<file path="src/rtl/imm_encoder.sv">
// imm_encoder: packs an immediate into RV32I I/S/B/U/J fields over a template word,
// flags unrepresentable values, one register stage with valid/ready and saturating stats.
module imm_encoder #(
  parameter int CNT_W = 16
) (
  input  logic             clk,
  input  logic             rst,
  input  logic             in_valid,
  output logic             in_ready,
  input  logic [2:0]       imm_sel,
  input  logic [31:0]      imm,
  input  logic [31:0]      base_inst,
  output logic             out_valid,
  input  logic             out_ready,
  output logic [31:0]      out_inst,
  output logic             out_err,
  input  logic             clr,
  output logic [CNT_W-1:0] enc_count,
  output logic [CNT_W-1:0] err_count
);
  typedef enum logic {EMPTY, FULL} state_t;
  state_t state;
  logic [31:0] field, mask, enc;
  logic err, accept, hs;
  // mask selects the bits the format owns; everything else comes from the template
  always_comb begin
    field = '0;
    mask  = '0;
    err   = 1'b1;
    case (imm_sel)
      3'd0: begin
        mask  = 32'hFFF0_0000;
        field = {imm[11:0], 20'b0};
        err   = !(&imm[31:11] || ~|imm[31:11]);
      end
      3'd1: begin
        mask  = 32'hFE00_0F80;
        field = {imm[11:5], 13'b0, imm[4:0], 7'b0};
        err   = !(&imm[31:11] || ~|imm[31:11]);
      end
      3'd2: begin
        mask  = 32'hFE00_0F80;
        field = {imm[12], imm[10:5], 13'b0, imm[4:1], imm[11], 7'b0};
        err   = !(&imm[31:12] || ~|imm[31:12]) || imm[0];
      end
      3'd3: begin
        mask  = 32'hFFFF_F000;
        field = {imm[31:12], 12'b0};
        err   = |imm[11:0];
      end
      3'd4: begin
        mask  = 32'hFFFF_F000;
        field = {imm[20], imm[10:1], imm[11], imm[19:12], 12'b0};
        err   = !(&imm[31:20] || ~|imm[31:20]) || imm[0];
      end
      default: ;
    endcase
    enc = (base_inst & ~mask) | field;
  end
  assign out_valid = state == FULL;
  assign in_ready  = !out_valid || out_ready;
  assign accept    = in_valid && in_ready;
  assign hs        = out_valid && out_ready;
  always_ff @(posedge clk) begin
    if (rst) begin
      state     <= EMPTY;
      out_inst  <= '0;
      out_err   <= 1'b0;
      enc_count <= '0;
      err_count <= '0;
    end else begin
      if (accept) begin
        state    <= FULL;
        out_inst <= enc;
        out_err  <= err;
      end else if (hs) begin
        state <= EMPTY;
      end
      if (clr) begin
        enc_count <= '0;
        err_count <= '0;
      end else if (hs) begin
        enc_count <= enc_count + {{(CNT_W-1){1'b0}}, ~&enc_count};
        err_count <= err_count + {{(CNT_W-1){1'b0}}, out_err && !(&err_count)};
      end
    end
  end
endmodule

</file>
<file path="config.mk">
export PLATFORM = sky130hd
export DESIGN_NAME = imm_encoder
export DESIGN_NICKNAME = d
export VERILOG_FILES = /design/src/rtl/imm_encoder.sv
export SDC_FILE = /design/constraint.sdc
export NUM_CORES = 1
export LEC_CHECK = 0
export CORE_AREA = 2 2 91 93
export DETAILED_ROUTE_END_ITERATION = 16
export DIE_AREA = 0 0 93 95
export PLACE_DENSITY_LB_ADDON = 0.05
export SETUP_SLACK_MARGIN = 0.2
export SLEW_MARGIN = 20
export SYNTH_ARGS = -nofsm -noshare
export SYNTH_HDL_FRONTEND = slang
export SYNTH_SLANG_ARGS = --single-unit
</file>
<file path="constraint.sdc">
create_clock -name clk -period 2.9 [get_ports clk]
set_clock_uncertainty 0.15 [all_clocks]
set_input_delay 0.725 -clock clk [delete_from_list [all_inputs] [get_ports clk]]
set_output_delay 0.725 -clock clk [all_outputs]
set_load 0.005 [all_outputs]
</file>
* Word-level counts from Yosys, hierarchy flattened
Index checks and enable logic that the tools add are counted.
** Storage, ports and cells
- Register bits :: 66
- Word-level logic and storage cells :: 52
** Operators by class
- Eq/ne operators :: 4
- Reductions and logical operators :: 33
- Bitwise logic cells :: 3
- Add/sub/neg operators :: 2
- Muxes and demuxes :: 5
** Operator list (number)
- $pmux 32 s5 :: 1
- $pmux 32 s3 :: 1
- $add 16x1->16 :: 2
- $and 32x32->32 :: 1
- $not 32->32 :: 1
- $or 32x32->32 :: 1
- $reduce_and 16->1 :: 2
- $reduce_or 12->1 :: 2
- $reduce_and 21->1 :: 1
- $reduce_or 21->1 :: 1
- $reduce_and 20->1 :: 1
- $reduce_or 20->1 :: 1
- $reduce_and 12->1 :: 1
- $logic_not 1->1 :: 9
- $reduce_or 2->1 :: 4
- $eq 3x2->1 const B :: 2
- $logic_or 1x1->1 :: 6
- $pmux 1 s4 :: 1
- $eq 3x1->1 const B :: 1
- $eq 3x3->1 const B :: 1
- $logic_and 1x1->1 :: 3
- $logic_not 3->1 :: 1
- $mux 1 :: 2
- $reduce_bool 2->1 :: 1

* Logic depth before layout (Yosys ltp)
Gate-level depths: netlist (run 1).
- Word-level depth :: 6
- Gate-level depth with buffers :: 10
- Gate-level depth less buffers :: 10

* Worst setup path after synthesis (run 1)
Ideal clock, no wire load.
- Path type :: flip-flop to flip-flop
- Start point :: register err_count[3]
- End point :: register err_count[10]
- Path buffers :: 1
- Setup time :: 0.128 ns
- Required time :: 2.622 ns
- Slack :: 0.659 ns
- Arrival time :: 1.963 ns
- Cell stages (with the launch flop) :: 11
- Clock period less this slack :: 2.241 ns
- Path through :: dfxtp_1 > nand4_1 > nor4_1 > nor2b_1 > ha_1 > ha_1 > and3_1 > buf_4 > nor3b_2 > xnor2_1 > nor2_1
** On the way
- Longest elaborated chain between the ends :: 4
** Ends and longest elaborated chain
- start, declared :: RTL line 19 : output logic [CNT_W-1:0] err_count
- start signal, assigned :: RTL line 84 : err_count <= err_count + {{(CNT_W-1){1'b0}}, out_err && !(&err_count)};
- $reduce_and 16->1 :: RTL line 84
- $logic_not 1->1 :: RTL line 84
- $logic_and 1x1->1 :: RTL line 84
- $add 16x1->16 (*) :: RTL line 84
Every way passes the cells marked *; elsewhere a longest branch is shown, timed or not.
A chain may end at the register's enable or synchronous reset.

* Worst setup path in the final report (run 1)
Ends and elaborated chain as after synthesis.

==> results.py, run 1 <==
metrics = {
    "floorplanning": {
        "pin_count": 139,
        "rows": 33,
        "die_area_um2": 8840,
        "fp.dieW_um": 93,
        "start_util_pct": 41.2,
        "die_h_um": 95,
        "floorplan.core_area_um2": 7930,
    },
    "global_route": {
        "antenna_found_initial": 0,
        "grt_max_degree": 33,
        "grt_use_total_pct": 20.9,
        "grt_pass1_vias": 3111,
        "gr-total-overflow": 0,
        "grt_pass1_wl_mm": 14.7,
    },
    "synthesis": {
        "ys_types": 48,
        "yosys.area.top_type": "dfxtp_1",
        "async_reset_ff_share_pct": 0,
        "synth_top_flop_cell": "dfxtp_1",
        "synth_edf_count": 0,
        "postSynthAreaPerCell_um2": 8.48,
        "synth_nets": 461,
        "synth-seq-cells": 66,
        "ys.warnings.count": 0,
        "synth_top_area_share_pct": 40.5,
        "netlist_instances": 385,
        "syn_area_um2": 3270,
        "synthTopCellsByCount": "66 x dfxtp_1, 57 x nor2_1, 46 x nand2_1",
        "synth_area_leaders": "dfxtp_1 40%, nor2_1 6.6%, nand2_1 5.3%",
        "ys_seq_area_share_pct": 40.5,
        "yosysMostFrequentCell": "dfxtp_1",
    },
    "timing": {
        "max_freq_mhz": 406,
        "finalMaxSlewViolations": 0,
        "finalHoldViolCount": 0,
        "maxSlewHeadroom_pct": 59.1,
        "fin_crit_ns": 2.46,
        "post-route-period-util_pct": 84.9,
        "rsz0062_at_grt": "no",
        "fin_setup_tns_ns": 0,
        "worst_slew_pin_slew_ns": 0.614,
        "setup_viol": 0,
    },
    "clock_network": {
        "clkSinkCount": 66,
        "hold_buffers": 0,
        "cts_buffers": 9,
        "clockRootBuffer": "clkbuf_8",
        "clockBufferDepth": 2,
        "path_clk_slew_ns": 0.07,
        "h-tree-depth": 3,
        "cts_tree": "built",
        "worst_skew_pair.late_latency_ns": 0.33,
    },
    "power": {
        "p_leak_nw": 1.83,
        "powerDensity_nw_per_um2": 456,
        "internal-power_mw": 1.77,
        "share_clk_of_total_power_pct": 41.7,
        "peakVddDrop_uv": 232,
        "pwr-share-comb_pct": 16.6,
        "fin_total_pwr_mw": 2.32,
        "swShare_pct": 23.7,
        "p_switching_uw": 549,
        "p_seq_share_pct": 41.7,
    },
    "detailed_routing": {
        "first_pass_iters": 4,
        "wl_per_cell_um": 14.3,
        "initialDrtViolationCount": 65,
        "vias": 3359,
        "antenna_left": 0,
        "drt-vias-per-instance": 5.23,
        "drc": 0,
        "routed_wl_mm": 9.21,
    },
    "placement": {
        "dpl.cell_count": 624,
        "gp_congestion": 0.845,
        "portBuffers": 138,
        "post-dp-hpwl_mm": 7.02,
    },
    "status": {
        "status": "complete, no violations",
    },
    "cells_and_area": {
        "fin_cells": 642,
        "fin_nets": 608,
        "diodes": 0,
        "drive_gt1_share_pct": 9.68,
        "fill_cells": 731,
        "synthToLayoutAreaGrowth_pct": 55.5,
    },
    "worst_setup_path": {
        "crit_required_ns": 2.95,
        "cp_slowest_cell": "dfxtp_1",
        "crit_buf_inv": 0,
        "critPathTopFamily": "simple AND/OR/NAND/NOR gates",
        "crit_fanout": 7,
        "max_stage_delay_ns": 0.45,
        "cp.arrival_ns": 2.51,
        "cp-start-kind": "register",
        "endpoint_kind": "register",
        "critPathKind": "reg2reg",
        "critical_path.cell_chain": "nand4_1, nor4_2, nor2b_1, ha_1, ha_1, and3_1, nor3b_2, xnor2_1, nor2_1",
        "cp_common_cell": "ha_1",
    },
    "run": {
        "maxCapViolCount": 0,
    },
    "min_path": {
        "hp-class": "reg2reg",
    },
}
-- layout by cell type, fill, tap and decap left out, drive strengths merged, types with 11 or more instances in the layout --
cell type and n:
a211oi 14, a21oi 27, buf 18, clkdlybuf4s50 137, dfxtp 66, mux2i 13
nand2 46, nand3 16, nand4 14, nor2 59, nor4 14, xnor2 11
xor2 18
-- sequential cells by signal, indices dropped and copies added, names as in the netlist --
signal and count:
out_inst 32, enc_count 16, err_count 16, out_err 1
out_valid 1
-- worst min-delay path, stage by stage, from the launching register on --
cell and delay [ns]:
dfxtp_1 0.31, nand2_1 0.05, a21oi_1 0.05
-- stage by stage --
stage               hold slack [ns]  instance area (um2)  setup slack (ns)  util [%]
floorplan                     0.303                 3270             0.659         -
global placement              0.291                 4800             0.212      60.6
detailed placement            0.298                 4800             0.202      60.6
CTS                           0.308                 5060             0.364      63.8
global route                  0.338                 5080             0.251      64.1
finish                        0.304                 5080             0.438      64.1
-- logic make-up (layout without fill, tap and decap cells) --
kind of cell | Yosys count | in the layout | synth area share [%]
AO/OA/AOI/OAI | 72 | 72 | 15.8
multiplexers | 13 | 13 | 3.98
flip-flops | 66 | 66 | 40.5
adder cells (fa/ha/maj) | 4 | 4 | 1.53
buffers and inverters | 26 | 178 | 4.06
AND/OR/NAND/NOR | 175 | 175 | 26.4
XOR/XNOR | 29 | 29 | 7.78
-- area by class of cell --
| type | count | area, um2 | area share [%] |
|---|---|---|---|
| Inverter | 6 | 22.5 | 0.443 |
| Multi-Input combinational cell | 293 | 1830 | 36.0 |
| Sequential cell | 66 | 1320 | 26.0 |
| Clock buffer | 10 | 138 | 2.71 |
| Tap cell | 105 | 131 | 2.59 |
| Timing Repair Buffer | 156 | 1530 | 30.1 |
| Clock inverter | 6 | 111 | 2.19 |
-- power groups by stage --
stage               Clock (mW)  Combinational, mW  Sequential, mW
floorplan                    0              0.149           0.987
global placement             0              0.381           0.984
detailed placement           0              0.387           0.985
CTS                      0.993              0.389           0.965
global route              1.03              0.421           0.969
finish                   0.966              0.385           0.964
-- final timing paths --
path,from,endpoint,slack [ns],depth (start not counted)
worst max register to register,err_count[3],err_count[10],0.44,9
worst max-delay path,err_count[3],err_count[10],0.44,9
worst min register to register,out_inst[31],out_inst[31],0.30,2
worst min-delay path,out_inst[31],out_inst[31],0.30,2
-- timing repair --
item / CTS / global route
setup endpoints to repair: 1 / 3
gates resized for setup: 2 / 1
pin swaps: 0 / 1
buffers inserted: 0 / 2
-- routing by layer --
metal  share of wire [%]  up-vias  GRT usage, %
met4                 1.2        0          7.11
li1                    -     1671             -
met3                 6.1       10          4.55
met1                  43     1553          24.8
met5                   0        -             0
met2                  50      125          37.4
No activity file was read; power rests on OpenSTA's default activity.
==> run 2: changes to the inputs <==
CORE_AREA = 2 2 95 97   (was 2 2 91 93)
DIE_AREA = 0 0 97 99   (was 0 0 93 95)
clock period = 2.09 ns   (was 2.9 ns; I/O delays follow)
==> run 2 against run 1 <==
The flow now finishes with violations (setup timing). Critical endpoint unchanged. Critical path type unchanged. Largest power group is now registers. Fmax is 17% higher. Highest routed layer unchanged. Final cell count is 13% higher. Sequential cell count stayed put. Setup slack worse by 0.45 ns. Clock power is 23% higher. Global-route usage is 0.48 points higher. Hold slack worse by 0.0010 ns. First-iteration DRC count is 35% higher.
==> results.py, run 2 (same netlist as run 1, synthesis figures left out) <==
metrics = {
    "power": {
        "p_seq_share_pct": 42.5,
        "peakVddDrop_uv": 284,
        "internal-power_mw": 2.36,
        "p_leak_nw": 2.85,
        "share_clk_of_total_power_pct": 38.1,
        "powerDensity_nw_per_um2": 510,
        "pwr-share-comb_pct": 19.4,
        "p_switching_uw": 778,
        "swShare_pct": 24.8,
        "fin_total_pwr_mw": 3.14,
    },
    "global_route": {
        "antenna_found_initial": 0,
        "grt_pass1_wl_mm": 16.9,
        "gr-total-overflow": 0,
        "grt_pass1_vias": 3535,
        "grt_use_total_pct": 21.4,
        "grt_max_degree": 35,
    },
    "detailed_routing": {
        "wl_met1_mm": 4.58,
        "dr_wl_met2_mm": 5.57,
        "highest_layer": "met4",
        "first_pass_iters": 4,
        "drc": 0,
        "routed_wl_mm": 10.8,
        "drt-vias-per-instance": 5.07,
        "vias": 3693,
        "wl_met3_um": 563,
        "antenna_left": 0,
        "wl_per_cell_um": 14.9,
        "initialDrtViolationCount": 88,
    },
    "timing": {
        "rsz0062_at_grt": "yes",
        "max_freq_mhz": 475,
        "fin_setup_tns_ns": -0.0172,
        "fin_crit_ns": 2.11,
        "maxSlewHeadroom_pct": 58.9,
        "worst_slew_pin_slew_ns": 0.617,
        "post-route-period-util_pct": 101,
        "setup_viol": 1,
        "whs_ns": 0.303,
        "setup_slack_ns": -0.0172,
        "finalMaxSlewViolations": 0,
        "finalHoldViolCount": 0,
    },
    "worst_setup_path": {
        "startpoint": "err_count[4]",
        "worstRegToRegCells": 9,
        "crit_required_ns": 2.14,
        "reg2reg_from": "err_count[4]",
        "critical_path.cell_chain": "nand4_1, nor4_2, nor2b_1, ha_2, ha_4, and3_4, nor3b_4, xnor2_1, nor2_1",
        "max_stage_delay_ns": 0.35,
        "cp.arrival_ns": 2.16,
        "crit_fanout": 6,
        "cp_slowest_cell": "dfxtp_4",
        "critPathKind": "reg2reg",
        "endpoint_kind": "register",
        "cp-start-kind": "register",
    },
    "placement": {
        "gp_congestion": 0.955,
        "post-dp-hpwl_mm": 7.72,
        "portBuffers": 138,
        "dpl.cell_count": 691,
    },
    "floorplanning": {
        "start_util_pct": 38.2,
        "rows": 34,
        "fp.dieW_um": 97,
        "die_area_um2": 9600,
        "die_h_um": 99,
        "pin_count": 139,
        "floorplan.core_area_um2": 8550,
    },
    "cells_and_area": {
        "fin_nets": 692,
        "finish.utilization_pct": 71.9,
        "fin_cells": 728,
        "layout_commonest_cell": "buf_4",
        "top_regs": "out_inst (32), enc_count (16), err_count (16)",
        "top_register": "out_inst",
        "synthToLayoutAreaGrowth_pct": 88.4,
        "diodes": 0,
        "drive_gt1_share_pct": 36.0,
        "largest_register_ffs": 32,
        "layout_common_cells": "92 x buf_4, 78 x clkdlybuf4s50_1, 54 x nor2_1",
    },
    "clock_network": {
        "worst_skew_pair.late_latency_ns": 0.33,
        "cts_buffers": 9,
        "clkSinkCount": 66,
        "h-tree-depth": 3,
        "path_clk_slew_ns": 0.08,
        "clockBufferDepth": 2,
        "clockRootBuffer": "clkbuf_8",
        "cts_tree": "built",
        "hold_buffers": 0,
    },
    "run": {
        "maxCapViolCount": 0,
    },
    "status": {
        "status": "complete, but fails checks",
        "violations": "setup timing",
    },
    "min_path": {
        "hp-start": "out_inst[31]",
        "hp-class": "reg2reg",
        "holdPathStages": 2,
    },
}
## run 2: changes by cell type in the layout (fill, tap and decap cells not counted), sizes merged
| cell | change |
|---|---|
| dlygate4sd2 | +33 |
| clkinv | +2 |
| dlymetal6s2s | +25 |
| clkdlybuf4s15 | +1 |
| clkinvlp | -1 |
| clkdlybuf4s50 | -59 |
| bufinv | -1 |
| buf | +84 |
| inv | -1 |
## run 2: final timing paths
check	to	slack (ns)
max reg2reg	err_count[10]	-0.02
min reg2reg	out_inst[31]	0.30
min	out_inst[31]	0.30
max	err_count[10]	-0.02
## run 2: stage by stage
| step | area, um2 | setup slack (ns) |
|---|---|---|
| 3_3_place_gp | 5400 | -0.197 |
| 6_report | 6150 | -0.0172 |
| 2_1_floorplan | 3370 | 0.0494 |
| 3_5_place_dp | 5400 | -0.197 |
| 4_1_cts | 5860 | -0.000641 |
| 5_1_grt | 6150 | -0.121 |
## run 2: what timing repair did
action / CTS / global route
endpoints found under the setup margin: 58 / 78
buffers inserted: 13 / 9
gates resized for setup: 86 / 60
cloned: 0 / 0
pin swaps: 45 / 31
## run 2: final cells by class
| cell class | instances | area (um2) |
|---|---|---|
| fill | 646 | 2400 |
| timing repair buffer | 240 | 2230 |
| multi-input combinational | 293 | 2150 |
| sequential | 66 | 1400 |
| clock buffer | 10 | 138 |
| tap | 108 | 135 |
| clock inverter | 5 | 78.8 |
| inverter | 6 | 22.5 |
## run 2: power by group through the flow
| stage | combinational [mW] | sequential (mW) | clock [mW] |
|---|---|---|---|
| after global routing | 0.656 | 1.34 | 1.28 |
| after CTS | 0.593 | 1.33 | 1.23 |
| after global placement | 0.582 | 1.36 | 0 |
| after floorplan | 0.208 | 1.37 | 0 |
| final | 0.609 | 1.33 | 1.19 |
| after detailed placement | 0.588 | 1.36 | 0 |
## run 2: metal layers
| layer | vias to the layer above | track usage, % |
|---|---|---|
| met1 | 1733 | 25.0 |
| li1 | 1836 | - |
| met5 | - | 0 |
| met2 | 114 | 39.0 |
| met4 | 0 | 5.85 |
| met3 | 10 | 5.39 |
## run 2: worst max-delay path: cells and delay by family (launching register included)
| family | cells | cell delay (ns) |
|---|---|---|
| xor gates and xnor gates | 1 | 0.13 |
| adders and majority gates | 2 | 0.37 |
| DFF | 1 | 0.35 |
| and+or+nand+nor | 6 | 0.96 |
